## src/rtl/pixel_dispatch_pkg.sv

```systemverilog
// Shared types and defaults for the frame scan controller.
package pixel_dispatch_pkg;

  localparam int H_RES_DEF = 800;
  localparam int V_RES_DEF = 600;
  localparam int LANES_DEF = 4;

  localparam logic [1:0] LVL0 = 2'd0;
  localparam logic [1:0] LVL1 = 2'd1;
  localparam logic [1:0] LVL2 = 2'd2;
  localparam logic [1:0] LVL3 = 2'd3;

  typedef enum logic [3:0] {
    S_IDLE,
    S_LOAD,
    S_CLEAR,
    S_SETTLE,
    S_START,
    S_WAIT,
    S_WRITE,
    S_NEXT,
    S_DONE
  } state_t;

endpackage

```

## src/rtl/pixel_dispatch_lane_collect.sv

```systemverilog
// Done mask plus sticky capture of the first escape count reported by each lane.
// all_done is combinational so the controller can leave WAIT on the edge that completes the mask.
module lane_collect #(
  parameter int LANES  = 4,
  parameter int ITER_W = 8
) (
  input  logic                    clk,
  input  logic                    rst,
  input  logic                    clr,
  input  logic                    en,
  input  logic [LANES-1:0]        done,
  input  logic [LANES*ITER_W-1:0] iter,
  output logic [LANES*ITER_W-1:0] cnt,
  output logic                    all_done
);

  logic [LANES-1:0] mask;
  logic [LANES-1:0] hit;

  assign hit      = en ? (done & ~mask) : '0;
  assign all_done = en && (&(mask | hit));

  always_ff @(posedge clk) begin
    if (rst) begin
      mask <= '0;
      cnt  <= '0;
    end else begin
      if (clr) mask <= '0;
      else     mask <= mask | hit;
      for (int k = 0; k < LANES; k++) begin
        if (hit[k]) cnt[k*ITER_W +: ITER_W] <= iter[k*ITER_W +: ITER_W];
      end
    end
  end

endmodule

```

## src/rtl/pixel_dispatch.sv

```systemverilog
// Scans the screen in groups of LANES pixels, sequences MBT clear/start and
// serialises the returned escape counts into linear frame-buffer writes.
module pixel_dispatch
  import pixel_dispatch_pkg::*;
#(
  parameter int H_RES  = H_RES_DEF,
  parameter int V_RES  = V_RES_DEF,
  parameter int LANES  = LANES_DEF,
  parameter int N      = 16,
  parameter int ITER_W = 8,
  parameter int ADDR_W = 19,
  parameter int SETTLE = 3
) (
  input  logic                    clk,
  input  logic                    rst,
  input  logic                    frame_req,
  input  logic [1:0]              zoom_in,
  input  logic [N-1:0]            x_min_in,
  input  logic [N-1:0]            y_max_in,
  output logic [1:0]              zoom_level,
  output logic [N-1:0]            x_min,
  output logic [N-1:0]            y_max,
  output logic [15:0]             i_x,
  output logic [15:0]             i_y,
  output logic                    rstMBT,
  output logic                    start,
  input  logic [LANES-1:0]        mbt_done,
  input  logic [LANES*ITER_W-1:0] mbt_iter,
  output logic                    fb_we,
  output logic [ADDR_W-1:0]       fb_addr,
  output logic [ITER_W-1:0]       fb_data,
  output logic                    busy,
  output logic                    frame_done
);

  localparam int LANE_W = (LANES > 1) ? $clog2(LANES) : 1;
  localparam logic [15:0]       LANES16    = 16'(LANES);
  localparam logic [15:0]       H_RES16    = 16'(H_RES);
  localparam logic [15:0]       X_LAST     = 16'(H_RES - LANES);
  localparam logic [15:0]       Y_LAST     = 16'(V_RES - 1);
  localparam logic [7:0]        SETTLE_LD  = 8'(SETTLE - 1);
  localparam logic [LANE_W-1:0] LANE_LAST  = LANE_W'(LANES - 1);
  localparam logic [ADDR_W-1:0] ADDR_STEP  = ADDR_W'(LANES);

  state_t                    state, state_nxt;
  logic [7:0]                settle_cnt;
  logic [LANE_W-1:0]         lane;
  logic [ADDR_W-1:0]         base;
  logic                      collect_clr, collect_en, all_done;
  logic [LANES*ITER_W-1:0]   lane_cnt;
  logic                      last_grp;

  assign last_grp = (i_x == X_LAST) && (i_y == Y_LAST);

  lane_collect #(
    .LANES  (LANES),
    .ITER_W (ITER_W)
  ) u_collect (
    .clk      (clk),
    .rst      (rst),
    .clr      (collect_clr),
    .en       (collect_en),
    .done     (mbt_done),
    .iter     (mbt_iter),
    .cnt      (lane_cnt),
    .all_done (all_done)
  );

  always_comb begin
    state_nxt   = state;
    rstMBT      = 1'b0;
    start       = 1'b0;
    fb_we       = 1'b0;
    frame_done  = 1'b0;
    collect_clr = 1'b0;
    collect_en  = 1'b0;
    busy        = (state != S_IDLE);
    case (state)
      S_IDLE:   if (frame_req) state_nxt = S_LOAD;
      S_LOAD:   state_nxt = S_CLEAR;
      S_CLEAR: begin
        rstMBT      = 1'b1;
        collect_clr = 1'b1;
        state_nxt   = S_SETTLE;
      end
      S_SETTLE: if (settle_cnt == 8'd0) state_nxt = S_START;
      S_START: begin
        start     = 1'b1;
        state_nxt = S_WAIT;
      end
      S_WAIT: begin
        collect_en = 1'b1;
        if (all_done) state_nxt = S_WRITE;
      end
      S_WRITE: begin
        fb_we = 1'b1;
        if (lane == LANE_LAST) state_nxt = S_NEXT;
      end
      S_NEXT:   state_nxt = last_grp ? S_DONE : S_CLEAR;
      S_DONE: begin
        frame_done = 1'b1;
        state_nxt  = S_IDLE;
      end
      default:  state_nxt = S_IDLE;
    endcase
  end

  // Address and data are forced to zero outside WRITE so idle outputs stay clean.
  assign fb_addr = fb_we ? (base + ADDR_W'(lane)) : '0;
  assign fb_data = fb_we ? lane_cnt[lane*ITER_W +: ITER_W] : '0;

  always_ff @(posedge clk) begin
    if (rst) begin
      state      <= S_IDLE;
      zoom_level <= '0;
      x_min      <= '0;
      y_max      <= '0;
      i_x        <= '0;
      i_y        <= '0;
      base       <= '0;
      settle_cnt <= '0;
      lane       <= '0;
    end else begin
      state <= state_nxt;
      case (state)
        S_LOAD: begin
          zoom_level <= zoom_in;
          x_min      <= x_min_in;
          y_max      <= y_max_in;
          i_x        <= '0;
          i_y        <= '0;
          base       <= '0;
        end
        S_CLEAR: begin
          settle_cnt <= SETTLE_LD;
          lane       <= '0;
        end
        S_SETTLE: if (settle_cnt != 8'd0) settle_cnt <= settle_cnt - 8'd1;
        S_WRITE:  lane <= (lane == LANE_LAST) ? '0 : lane + LANE_W'(1);
        S_NEXT: begin
          base <= base + ADDR_STEP;
          if (i_x + LANES16 < H_RES16) begin
            i_x <= i_x + LANES16;
          end else begin
            i_x <= '0;
            i_y <= i_y + 16'd1;
          end
        end
        default: ;
      endcase
    end
  end

endmodule
```

## config.mk

```make
export PLATFORM = sky130hd
export DESIGN_NAME = pixel_dispatch
export DESIGN_NICKNAME = d
export VERILOG_FILES = /design/src/rtl/pixel_dispatch_pkg.sv /design/src/rtl/pixel_dispatch_lane_collect.sv /design/src/rtl/pixel_dispatch.sv
export SDC_FILE = /design/constraint.sdc
export NUM_CORES = 1
export LEC_CHECK = 0
export CORE_ASPECT_RATIO = 0.9
export CORE_MARGIN = 5
export CORE_UTILIZATION = 45
export CTS_BUF_LIST = sky130_fd_sc_hd__clkbuf_8
export CTS_CLUSTER_DIAMETER = 120
export DETAILED_ROUTE_END_ITERATION = 16
export DONT_BUFFER_PORTS = 1
export PLACE_DENSITY = 0.67
export SYNTH_ARGS = -nofsm -noshare
export SYNTH_HDL_FRONTEND = slang
export SYNTH_SLANG_ARGS = --single-unit
```

## constraint.sdc

```tcl
create_clock -name clk -period 2.5 [get_ports clk]
set_clock_uncertainty 0.1 [all_clocks]
set_input_delay 0.5 -clock clk [delete_from_list [all_inputs] [get_ports clk]]
set_output_delay 0.5 -clock clk [all_outputs]
set_load 0.01 [all_outputs]
```

==> results of run 1 <==
## cells by family after synthesis
| kind of cell | Yosys count | share of synthesized area |
|---|---|---|
| buf+inv | 76 | 0.0484 |
| simple gates | 343 | 0.263 |
| fa+ha+maj | 7 | 0.0139 |
| compound gates | 153 | 0.154 |
| mux | 41 | 0.0811 |
| xor+xnor | 17 | 0.0236 |
| flops | 131 | 0.416 |
| other cells | 1 | 0.000594 |
## how the worst max path moves through the flow
stage,start,endpoint,slack (ns),cells after the start
2_1_floorplan,i_x[2],i_x[9],0.13,9
3_3_place_gp,i_x[3],i_x[4],0.12,8
3_5_place_dp,i_x[3],i_x[5],0.08,8
4_1_cts,i_x[3],i_x[6],0.07,8
5_1_grt,state[0],fb_data[5],0.003,6
6_report,i_y[0],i_y[14],0.09,7
## sequential cells by signal, indices dropped and copies added (netlist names), 4 cells and up
signal	flops
u_collect.cnt	32
base	17
i_y	16
x_min	16
y_max	16
i_x	14
settle_cnt	8
state	4
u_collect.mask	4
## what timing repair did
action                     in CTS  in global routing
setup endpoints to repair       0                 21
buffers inserted                0                  0
hold buffers                    2                  1
hold endpoints to repair        8                  2
gates resized for setup         0                  8
## routing by layer
layer | GRT usage | up-vias
li1 | - | 2741
met1 | 0.260 | 2755
met2 | 0.328 | 172
met3 | 0.0635 | 30
met4 | 0.0776 | 0
met5 | 0 | -
## where the power goes
| group | total, mW | leakage (nW) | internal (mW) | switching (mW) |
|---|---|---|---|---|
| logic | 1.48 | 1.52 | 0.555 | 0.925 |
| registers | 2.61 | 1.06 | 2.34 | 0.271 |
| clock network | 1.50 | 0.192 | 0.728 | 0.776 |
## synthesized netlist by cell type, types with 5 or more instances
cell,instances
sky130_fd_sc_hd__dfxtp_1,131
sky130_fd_sc_hd__nand2_1,103
sky130_fd_sc_hd__nor2_1,91
sky130_fd_sc_hd__a21oi_1,68
sky130_fd_sc_hd__clkbuf_1,43
sky130_fd_sc_hd__mux2i_1,32
sky130_fd_sc_hd__nand3_1,22
sky130_fd_sc_hd__o21ai_0,21
sky130_fd_sc_hd__nor3_1,19
sky130_fd_sc_hd__and2_1,18
sky130_fd_sc_hd__inv_1,18
sky130_fd_sc_hd__nand4_1,18
sky130_fd_sc_hd__and3_1,15
sky130_fd_sc_hd__nor4_1,14
sky130_fd_sc_hd__xor2_1,11
sky130_fd_sc_hd__or3_1,9
sky130_fd_sc_hd__buf_1,8
sky130_fd_sc_hd__mux4_2,8
sky130_fd_sc_hd__o211ai_1,8
sky130_fd_sc_hd__ha_1,7
sky130_fd_sc_hd__nand3b_1,7
sky130_fd_sc_hd__or4_1,6
sky130_fd_sc_hd__xnor2_1,6
sky130_fd_sc_hd__a31oi_1,5
## area by class of cell
type,instances,area [sq um]
Clock buffer,20,275
Fill cell,1318,6870
Multi-Input combinational cell,564,3420
Inverter,18,67.6
Timing Repair Buffer,46,353
Sequential cell,131,2630
Clock inverter,11,50.0
Tap cell,193,241
## placed cells by master, fill, tap and decap left out, types with 7 or more instances in the layout
cell	instances
sky130_fd_sc_hd__a21oi_1	68
sky130_fd_sc_hd__and2_1	17
sky130_fd_sc_hd__and3_1	15
sky130_fd_sc_hd__buf_4	43
sky130_fd_sc_hd__clkbuf_8	20
sky130_fd_sc_hd__dfxtp_1	128
sky130_fd_sc_hd__inv_1	24
sky130_fd_sc_hd__mux2i_1	32
sky130_fd_sc_hd__mux4_2	8
sky130_fd_sc_hd__nand2_1	103
sky130_fd_sc_hd__nand3_1	22
sky130_fd_sc_hd__nand3b_1	7
sky130_fd_sc_hd__nand4_1	18
sky130_fd_sc_hd__nor2_1	90
sky130_fd_sc_hd__nor3_1	18
sky130_fd_sc_hd__nor4_1	14
sky130_fd_sc_hd__o211ai_1	8
sky130_fd_sc_hd__o21ai_0	21
sky130_fd_sc_hd__or3_1	8
sky130_fd_sc_hd__xor2_1	11
==> flow_metrics.py, run 1 <==
metrics = {
    "cells_and_area": {
        "final_cells": 983,
        "flow.area_growth_from_synthesis_pct": 11.4,
        "finalInstanceArea_sq_um": 7030,
        "antenna_cells": 0,
        "nNetsFinal": 858,
        "finalCoreUtilization": 0.506,
        "final_layout_size_suffix_gt1_frac": 0.120,
    },
    "global_routing": {
        "grt-ovfl-total": 0,
        "grt_max_degree": 108,
        "via_count_of_the_first_global_routing_pass": 5276,
        "global_route.usage.total": 0.205,
        "initial_antenna_violation_count": 0,
        "first_pass_grt_wire_length_mm": 27.0,
    },
    "min_path": {
        "worstHoldPathType": "in2reg",
        "hold_end": "i_y[11]",
        "min_path_cells": 1,
        "worstHoldStart": "rst",
    },
    "floorplanning": {
        "die_x_um": 135,
        "floorplan.die_area_sq_um": 16500,
        "die_h_um": 122,
        "floorplan.initialDensity": 0.454,
        "floorplan.io_pins": 171,
        "core_area_sq_um": 13900,
        "row_count": 41,
    },
    "setup_path": {
        "timing.reg2reg.setup_slack_ns": 0.09,
        "reg2regPathDepth": 7,
        "criticalPathCategory": "reg2reg",
        "critPathRequiredTime_ns": 2.74,
        "timing.critical_path.to_type": "flip-flop",
        "path_buf_inv": 0,
        "critPathTopFamily": "simple AND/OR/NAND/NOR gates",
        "arrival_ns": 2.64,
        "critical_path.slowest_cell": "sky130_fd_sc_hd__nor4_1",
        "path_common_cell": "sky130_fd_sc_hd__nor4_1",
        "worstReg2RegStart": "i_y[0]",
        "regToRegEndpoint": "i_y[14]",
        "worstPathCellList": "ha_1 > nand3_1 > nor4_1 > nand2_1 > nor4_1 > o21ai_0 > mux2_2",
        "path_max_fanout": 4,
        "crit_path_max_incr_delay_ns": 0.47,
        "startpoint_type": "flip-flop",
    },
    "synth": {
        "synthesis.instances": 769,
        "synth_enable_flop_cells": 0,
        "synth_top_area_frac": 0.416,
        "syn-mean-instance-area_sq_um": 8.21,
        "async_reset_ff_frac": 0,
        "synth.yosys.seq_area_share": 0.416,
        "yosysWarningCount": 0,
        "yosys_register_bits": 131,
        "netlist-cell-type-count": 68,
        "ys.flop_type": "sky130_fd_sc_hd__dfxtp_1",
        "post-synth-top-area-cell": "sky130_fd_sc_hd__dfxtp_1",
        "ys_top_cells_by_area": "sky130_fd_sc_hd__dfxtp_1 (42%), sky130_fd_sc_hd__nand2_1 (6.1%), sky130_fd_sc_hd__nor2_1 (5.4%)",
        "netlist_area_sq_um": 6310,
    },
    "clocking": {
        "numClockSinks": 131,
        "tritoncts": "yes",
        "tritoncts.num_buffers": 17,
        "htree_levels": 4,
        "clk_slew_on_worst_s_h_paths_ns": 0.07,
        "root_buffer_cell": "sky130_fd_sc_hd__clkbuf_8",
        "worstSkewPairLatency_ns": 0.44,
        "max-clock-path-buffers": 2,
    },
    "drt": {
        "drt-wirelength-per-cell_um": 17.6,
        "wl_met1_mm": 7.42,
        "detail-route-antenna-nets": 0,
        "uppermost_layer_routed": "met4",
        "detail_route.first_pass.iterations": 5,
        "drc_markers": 0,
        "routed_wl_mm": 17.3,
        "detail_route.iter0.violations": 390,
        "num_vias": 5698,
        "met3_length_mm": 1.21,
        "wl_met2_mm": 8.31,
        "drt-vias-per-instance": 5.80,
    },
    "sta": {
        "tightestPinTransition_ns": 0.718,
        "rsz0062_at_grt": "false",
        "setup_tns_ns": 0,
        "achievable-frequency_mhz": 415,
        "fin_crit_ns": 2.41,
        "final_report_setup_violation_count": 0,
        "worst_slew_margin_rel": 0.518,
        "timing_hold_violations_final": 0,
        "worst_case_hold_slack_ns": 0.0445,
        "timing.final.crit_share": 0.963,
        "timing.final.ws_setup_ns": 0.0927,
        "slew_violations": 0,
    },
    "job": {
        "maxCapViolCount": 0,
    },
    "power": {
        "worst_ir_drop_vdd_uv": 389,
        "static-leakage-power_nw": 2.77,
        "total_power_mw": 5.59,
        "power_density_nw_per_um2": 796,
    },
    "place": {
        "routabilityCongestion": 0.896,
        "dp_cells": 949,
        "numPortBuffers": 0,
        "place.detailed.hpwl_mm": 12.3,
        "detailedPlace.worstSlack_ns": 0.0768,
        "detailed_place.area_sq_um": 6650,
    },
    "status": {
        "run_status": "finished, final reports clean",
    },
}
Power figures use the tool's default switching activity.
==> inputs of run 2 (changes only) <==
- CORE_MARGIN: 5 -> 4
- clock period: 2.5 -> 2.2 ns (I/O delays scaled with it)
==> flow_metrics.py, run 2 (synthesized netlist as in run 1, its figures left out) <==
metrics = {
    "status": {
        "run_status": "complete, but fails checks",
        "violated_checks": "negative setup slack",
    },
    "sta": {
        "rsz0062_at_grt": "true",
        "timing.final.crit_share": 1.02,
        "achievable-frequency_mhz": 447,
        "timing_hold_violations_final": 0,
        "fin_crit_ns": 2.24,
        "worst_case_hold_slack_ns": 0.0319,
        "timing.final.ws_setup_ns": -0.0378,
        "final_report_setup_violation_count": 5,
        "slew_violations": 0,
    },
    "drt": {
        "detail_route.first_pass.iterations": 5,
        "drt-wirelength-per-cell_um": 17.8,
        "num_vias": 6029,
        "drc_markers": 0,
        "detail_route.iter0.violations": 373,
        "drt-vias-per-instance": 5.70,
        "routed_wl_mm": 18.8,
        "detail-route-antenna-nets": 0,
    },
    "global_routing": {
        "via_count_of_the_first_global_routing_pass": 5703,
        "initial_antenna_violation_count": 0,
        "global_route.usage.total": 0.221,
        "grt-ovfl-total": 0,
        "grt_max_degree": 88,
        "first_pass_grt_wire_length_mm": 28.8,
    },
    "cells_and_area": {
        "leading_cell_type_in_the_layout_fill_and_taps_excluded": "sky130_fd_sc_hd__dfxtp_1",
        "largestRegisters": "u_collect.cnt: 32 flops, base: 17 flops",
        "mostFrequentLayoutCells": "sky130_fd_sc_hd__dfxtp_1 (117), sky130_fd_sc_hd__nand2_1 (103), sky130_fd_sc_hd__buf_4 (102)",
        "registers.top_by_ff_count": "u_collect.cnt",
        "final_cells": 1058,
        "antenna_cells": 0,
        "final_layout_size_suffix_gt1_frac": 0.272,
        "flow.area_growth_from_synthesis_pct": 28.8,
        "finalInstanceArea_sq_um": 8130,
        "largest_register_ff_count": 32,
        "nNetsFinal": 937,
    },
    "setup_path": {
        "critical_path.slowest_cell": "sky130_fd_sc_hd__a221oi_4",
        "startpoint_type": "flip-flop",
        "criticalPathCategory": "reg2reg",
        "path_max_fanout": 8,
        "worstPathCellList": "ha_4 > or3_1 > nand2_1 > a22oi_2 > buf_4 > a221oi_4 > buf_6 > a21oi_2 > o31a_1",
        "timing.critical_path.from": "i_x[2]",
        "arrival_ns": 2.46,
        "crit_path_max_incr_delay_ns": 0.41,
        "worstReg2RegStart": "i_x[2]",
        "timing.critical_path.to_type": "flip-flop",
        "critPathRequiredTime_ns": 2.43,
        "timing.reg2reg.setup_slack_ns": -0.04,
    },
    "place": {
        "numPortBuffers": 0,
        "place.detailed.hpwl_mm": 12.8,
        "routabilityCongestion": 0.851,
        "detailed_place.area_sq_um": 7180,
        "dp_cells": 1006,
    },
    "floorplanning": {
        "die_x_um": 133,
        "row_count": 40,
        "floorplan.initialDensity": 0.465,
        "floorplan.die_area_sq_um": 16000,
        "die_h_um": 120,
        "floorplan.io_pins": 171,
        "core_area_sq_um": 13600,
    },
    "clocking": {
        "worstSkewPairLatency_ns": 0.43,
        "tritoncts": "yes",
        "htree_levels": 4,
        "clk_slew_on_worst_s_h_paths_ns": 0.07,
        "root_buffer_cell": "sky130_fd_sc_hd__clkbuf_8",
        "tritoncts.num_buffers": 17,
        "numClockSinks": 131,
        "max-clock-path-buffers": 2,
    },
    "power": {
        "worst_ir_drop_vdd_uv": 451,
        "power_density_nw_per_um2": 901,
        "static-leakage-power_nw": 3.31,
    },
    "min_path": {
        "worstHoldPathType": "in2reg",
        "worstHoldStart": "x_min_in[6]",
    },
    "job": {
        "maxCapViolCount": 0,
    },
}
## run 2: cell types whose count changed in the layout (fill, tap and decap cells not counted), moves of 6 or more
cell and delta:
sky130_fd_sc_hd__a21oi_1 -6, sky130_fd_sc_hd__a21oi_2 +6, sky130_fd_sc_hd__and2_1 -17, sky130_fd_sc_hd__and2_4 +17
sky130_fd_sc_hd__buf_4 +59, sky130_fd_sc_hd__buf_6 +9, sky130_fd_sc_hd__dfxtp_1 -11, sky130_fd_sc_hd__dfxtp_4 +9
sky130_fd_sc_hd__nor2_1 -10, sky130_fd_sc_hd__nor2_2 +8
## run 2: final timing paths
path | end | cells past startpoint
hold / removal | x_min[6] | 2
setup / recovery | i_y[7] | 9
hold reg to reg | base[18] | 2
setup reg to reg | i_y[7] | 9
## run 2: worst max-delay path, delay by kind of cell (launching register included)
| kind | cells | cell delay (ns) |
|---|---|---|
| AO/OA/AOI/OAI | 4 | 0.76 |
| AND/OR/NAND/NOR | 2 | 0.38 |
| flip-flops | 1 | 0.36 |
| buffers and inverters | 2 | 0.35 |
| adder cells (fa/ha/maj) | 1 | 0.16 |
## run 2: what timing repair did
item,CTS,global route
pin swaps,13,15
setup endpoints to repair,50,60
endpoints found under the hold margin,94,0
gates cloned,1,3
buffers inserted,4,5
gates resized for setup,40,55
hold buffers,8,0
## run 2: routing by layer
| layer | share of wire | track usage |
|---|---|---|
| met5 | 0 | 0 |
| met3 | 0.066 | 0.0611 |
| met1 | 0.43 | 0.279 |
| met2 | 0.48 | 0.366 |
| met4 | 0.021 | 0.0721 |
## run 2: metrics by stage
step | power, mW | setup slack (ns) | util | setup TNS, ns
floorplan | 4.19 | -0.0578 | - | -0.136
global placement | 4.75 | -0.0612 | 0.529 | -0.303
detailed placement | 4.84 | -0.161 | 0.529 | -1.20
CTS | 7.12 | -0.0506 | 0.579 | -0.262
global route | 7.73 | -0.139 | 0.599 | -1.89
finish | 7.32 | -0.0378 | 0.599 | -0.128
## run 2: cell type report
cell class                      instances  area [sq um]
Sequential cell                       131          2660
Fill cell                            1175          5430
Multi-Input combinational cell        564          3660
Timing Repair Buffer                  125          1090
Tap cell                              189           236
Clock inverter                         14           173
Clock buffer                           17           234
Inverter                               18          72.6
## run 2: where the power goes
part           total (mW)  leakage [nW]  internal, mW  switching, mW
clock                2.14         0.219          1.21          0.932
combinational        2.22          2.03         0.960           1.26
sequential           2.97          1.07          2.67          0.302
total                7.32          3.31          4.83           2.49
==> inputs of run 3 (changes only) <==
- MAX_ROUTING_LAYER: not set -> met4
==> flow_metrics.py, run 3 (synthesized netlist as in run 1, its figures left out) <==
metrics = {
    "global_routing": {
        "first_pass_grt_wire_length_mm": 28.7,
        "grt_max_degree": 115,
        "global_route.usage.total": 0.225,
        "grt-ovfl-total": 0,
        "initial_antenna_violation_count": 0,
        "via_count_of_the_first_global_routing_pass": 5686,
    },
    "cells_and_area": {
        "number_of_fill_cells": 1195,
        "finalInstanceArea_sq_um": 8040,
        "antenna_cells": 0,
        "mostFrequentLayoutCells": "sky130_fd_sc_hd__dfxtp_1 (117), sky130_fd_sc_hd__nand2_1 (103), sky130_fd_sc_hd__buf_4 (99)",
        "final_cells": 1047,
        "leading_cell_type_in_the_layout_fill_and_taps_excluded": "sky130_fd_sc_hd__dfxtp_1",
        "final_layout_size_suffix_gt1_frac": 0.269,
        "registers.top_by_ff_count": "u_collect.cnt",
        "finalCoreUtilization": 0.593,
        "nNetsFinal": 926,
        "largestRegisters": "u_collect.cnt: 32 flops, base: 17 flops",
        "largest_register_ff_count": 32,
        "flow.area_growth_from_synthesis_pct": 27.4,
    },
    "setup_path": {
        "path_max_fanout": 5,
        "crit_path_max_incr_delay_ns": 0.53,
        "path_buf_inv": 2,
        "cp_num_cells": 9,
        "critPathCapture": "i_y[10]",
        "reg2regPathDepth": 9,
        "worstPathCellList": "ha_4 > buf_6 > nand3_4 > o31a_1 > a31oi_2 > buf_4 > a221oi_4 > or4_1 > a31oi_1",
        "timing.critical_path.to_type": "flip-flop",
        "worstReg2RegStart": "i_x[2]",
        "critPathTopFamily": "compound AO/OA/AOI/OAI gates",
        "critPathRequiredTime_ns": 2.46,
        "arrival_ns": 2.52,
        "criticalPathCategory": "reg2reg",
        "timing.reg2reg.setup_slack_ns": -0.06,
        "timing.critical_path.from": "i_x[2]",
        "regToRegEndpoint": "i_y[10]",
        "critical_path.slowest_cell": "sky130_fd_sc_hd__or4_1",
        "startpoint_type": "flip-flop",
    },
    "clocking": {
        "htree_levels": 4,
        "numClockSinks": 131,
        "cts-hold-fix-buffers": 2,
        "worstSkewPairLatency_ns": 0.44,
        "clk_slew_on_worst_s_h_paths_ns": 0.07,
        "root_buffer_cell": "sky130_fd_sc_hd__clkbuf_8",
        "tritoncts": "yes",
        "max-clock-path-buffers": 2,
        "tritoncts.num_buffers": 17,
    },
    "drt": {
        "drt-wirelength-per-cell_um": 17.3,
        "drc_markers": 0,
        "detail-route-antenna-nets": 0,
        "num_vias": 5979,
        "routed_wl_mm": 18.1,
        "detail_route.first_pass.iterations": 5,
        "drt-vias-per-instance": 5.71,
        "detail_route.iter0.violations": 395,
    },
    "place": {
        "dp_cells": 1005,
        "routabilityCongestion": 0.864,
        "numPortBuffers": 0,
        "detailed_place.area_sq_um": 7170,
        "place.detailed.hpwl_mm": 12.9,
    },
    "floorplanning": {
        "floorplan.initialDensity": 0.465,
        "floorplan.io_pins": 171,
        "die_h_um": 120,
        "floorplan.die_area_sq_um": 16000,
        "core_area_sq_um": 13600,
        "die_x_um": 133,
        "row_count": 40,
    },
    "sta": {
        "timing_hold_violations_final": 4,
        "timing.final.ws_setup_ns": -0.0600,
        "worst_slew_margin_rel": 0.664,
        "fin_crit_ns": 2.26,
        "rsz0062_at_grt": "true",
        "achievable-frequency_mhz": 442,
        "setup_tns_ns": -0.174,
        "final_report_setup_violation_count": 4,
        "worst_case_hold_slack_ns": -0.0247,
        "slew_violations": 0,
        "tightestPinTransition_ns": 0.500,
        "timing.final.crit_share": 1.03,
    },
    "power": {
        "power_density_nw_per_um2": 892,
        "worst_ir_drop_vdd_uv": 446,
        "total_power_mw": 7.18,
        "static-leakage-power_nw": 3.27,
    },
    "status": {
        "violated_checks": "negative hold slack, negative setup slack",
        "run_status": "complete, but fails checks",
    },
    "job": {
        "maxCapViolCount": 0,
    },
    "min_path": {
        "worstHoldPathType": "in2reg",
    },
}
[run 3: changes by cell type in the layout (fill, tap and decap cells not counted), sizes merged]
cell	previous run	this run
buf	116	111
dlygate4sd3	7	2
clkinv	6	2
inv	21	20
clkbuf	19	22
clkinvlp	1	2
[run 3: worst reg2reg max path, stage by stage, from the launching register on]
cell	delay, ns
sky130_fd_sc_hd__dfxtp_4	0.37
sky130_fd_sc_hd__ha_4	0.14
sky130_fd_sc_hd__buf_6	0.11
sky130_fd_sc_hd__nand3_4	0.08
sky130_fd_sc_hd__o31a_1	0.30
sky130_fd_sc_hd__a31oi_2	0.17
sky130_fd_sc_hd__buf_4	0.15
sky130_fd_sc_hd__a221oi_4	0.05
sky130_fd_sc_hd__or4_1	0.54
sky130_fd_sc_hd__a31oi_1	0.18
[run 3: layer usage]
layer	GRT usage	wire, um	share of wire
met2	0.364	8970	0.49
met5	-	0	0
met3	0.0678	1290	0.071
met1	0.268	7530	0.42
met4	0.0825	329	0.018
[run 3: final cells by class]
class	instances	area [sq um]	share of cell area
Clock inverter	10	156	0.0194
Clock buffer	21	289	0.0359
Inverter	18	67.6	0.00840
Tap cell	189	236	0.0294
Timing Repair Buffer	114	941	0.117
Multi-Input combinational cell	564	3700	0.460
Sequential cell	131	2650	0.330
[run 3: how the worst min path moves through the flow]
stage | startpoint | end | slack (ns) | cells past startpoint
2_1_floorplan | u_collect.mask[0] | u_collect.mask[0] | 0.35 | 2
3_3_place_gp | u_collect.mask[0] | u_collect.mask[0] | 0.37 | 2
3_5_place_dp | u_collect.mask[3] | u_collect.mask[3] | 0.38 | 2
4_1_cts | rst | i_x[2] | -0.06 | 1
5_1_grt | rst | i_x[2] | -0.09 | 1
6_report | rst | i_x[2] | -0.02 | 1
[run 3: repair_timing]
item	in CTS	in global routing
pin swaps	14	22
endpoints found under the setup margin	48	63
hold endpoints to repair	94	92
gates resized for setup	45	45
cloned	0	2
setup buffers	3	4
[run 3: where the power goes]
group / switching [mW] / internal (mW) / total [mW] / leakage, nW
clock: 0.918 / 1.34 / 2.26 / 0.226
combinational: 1.14 / 0.805 / 1.94 / 1.98
sequential: 0.317 / 2.66 / 2.98 / 1.07
[run 3: metrics by stage]
| stage | setup WS [ns] | hold WS [ns] |
|---|---|---|
| after floorplan | -0.0578 | 0.350 |
| after global placement | -0.0812 | 0.366 |
| after detailed placement | -0.258 | 0.380 |
| after CTS | -0.0728 | -0.0563 |
| after global routing | -0.142 | -0.0852 |
| final | -0.0600 | -0.0247 |
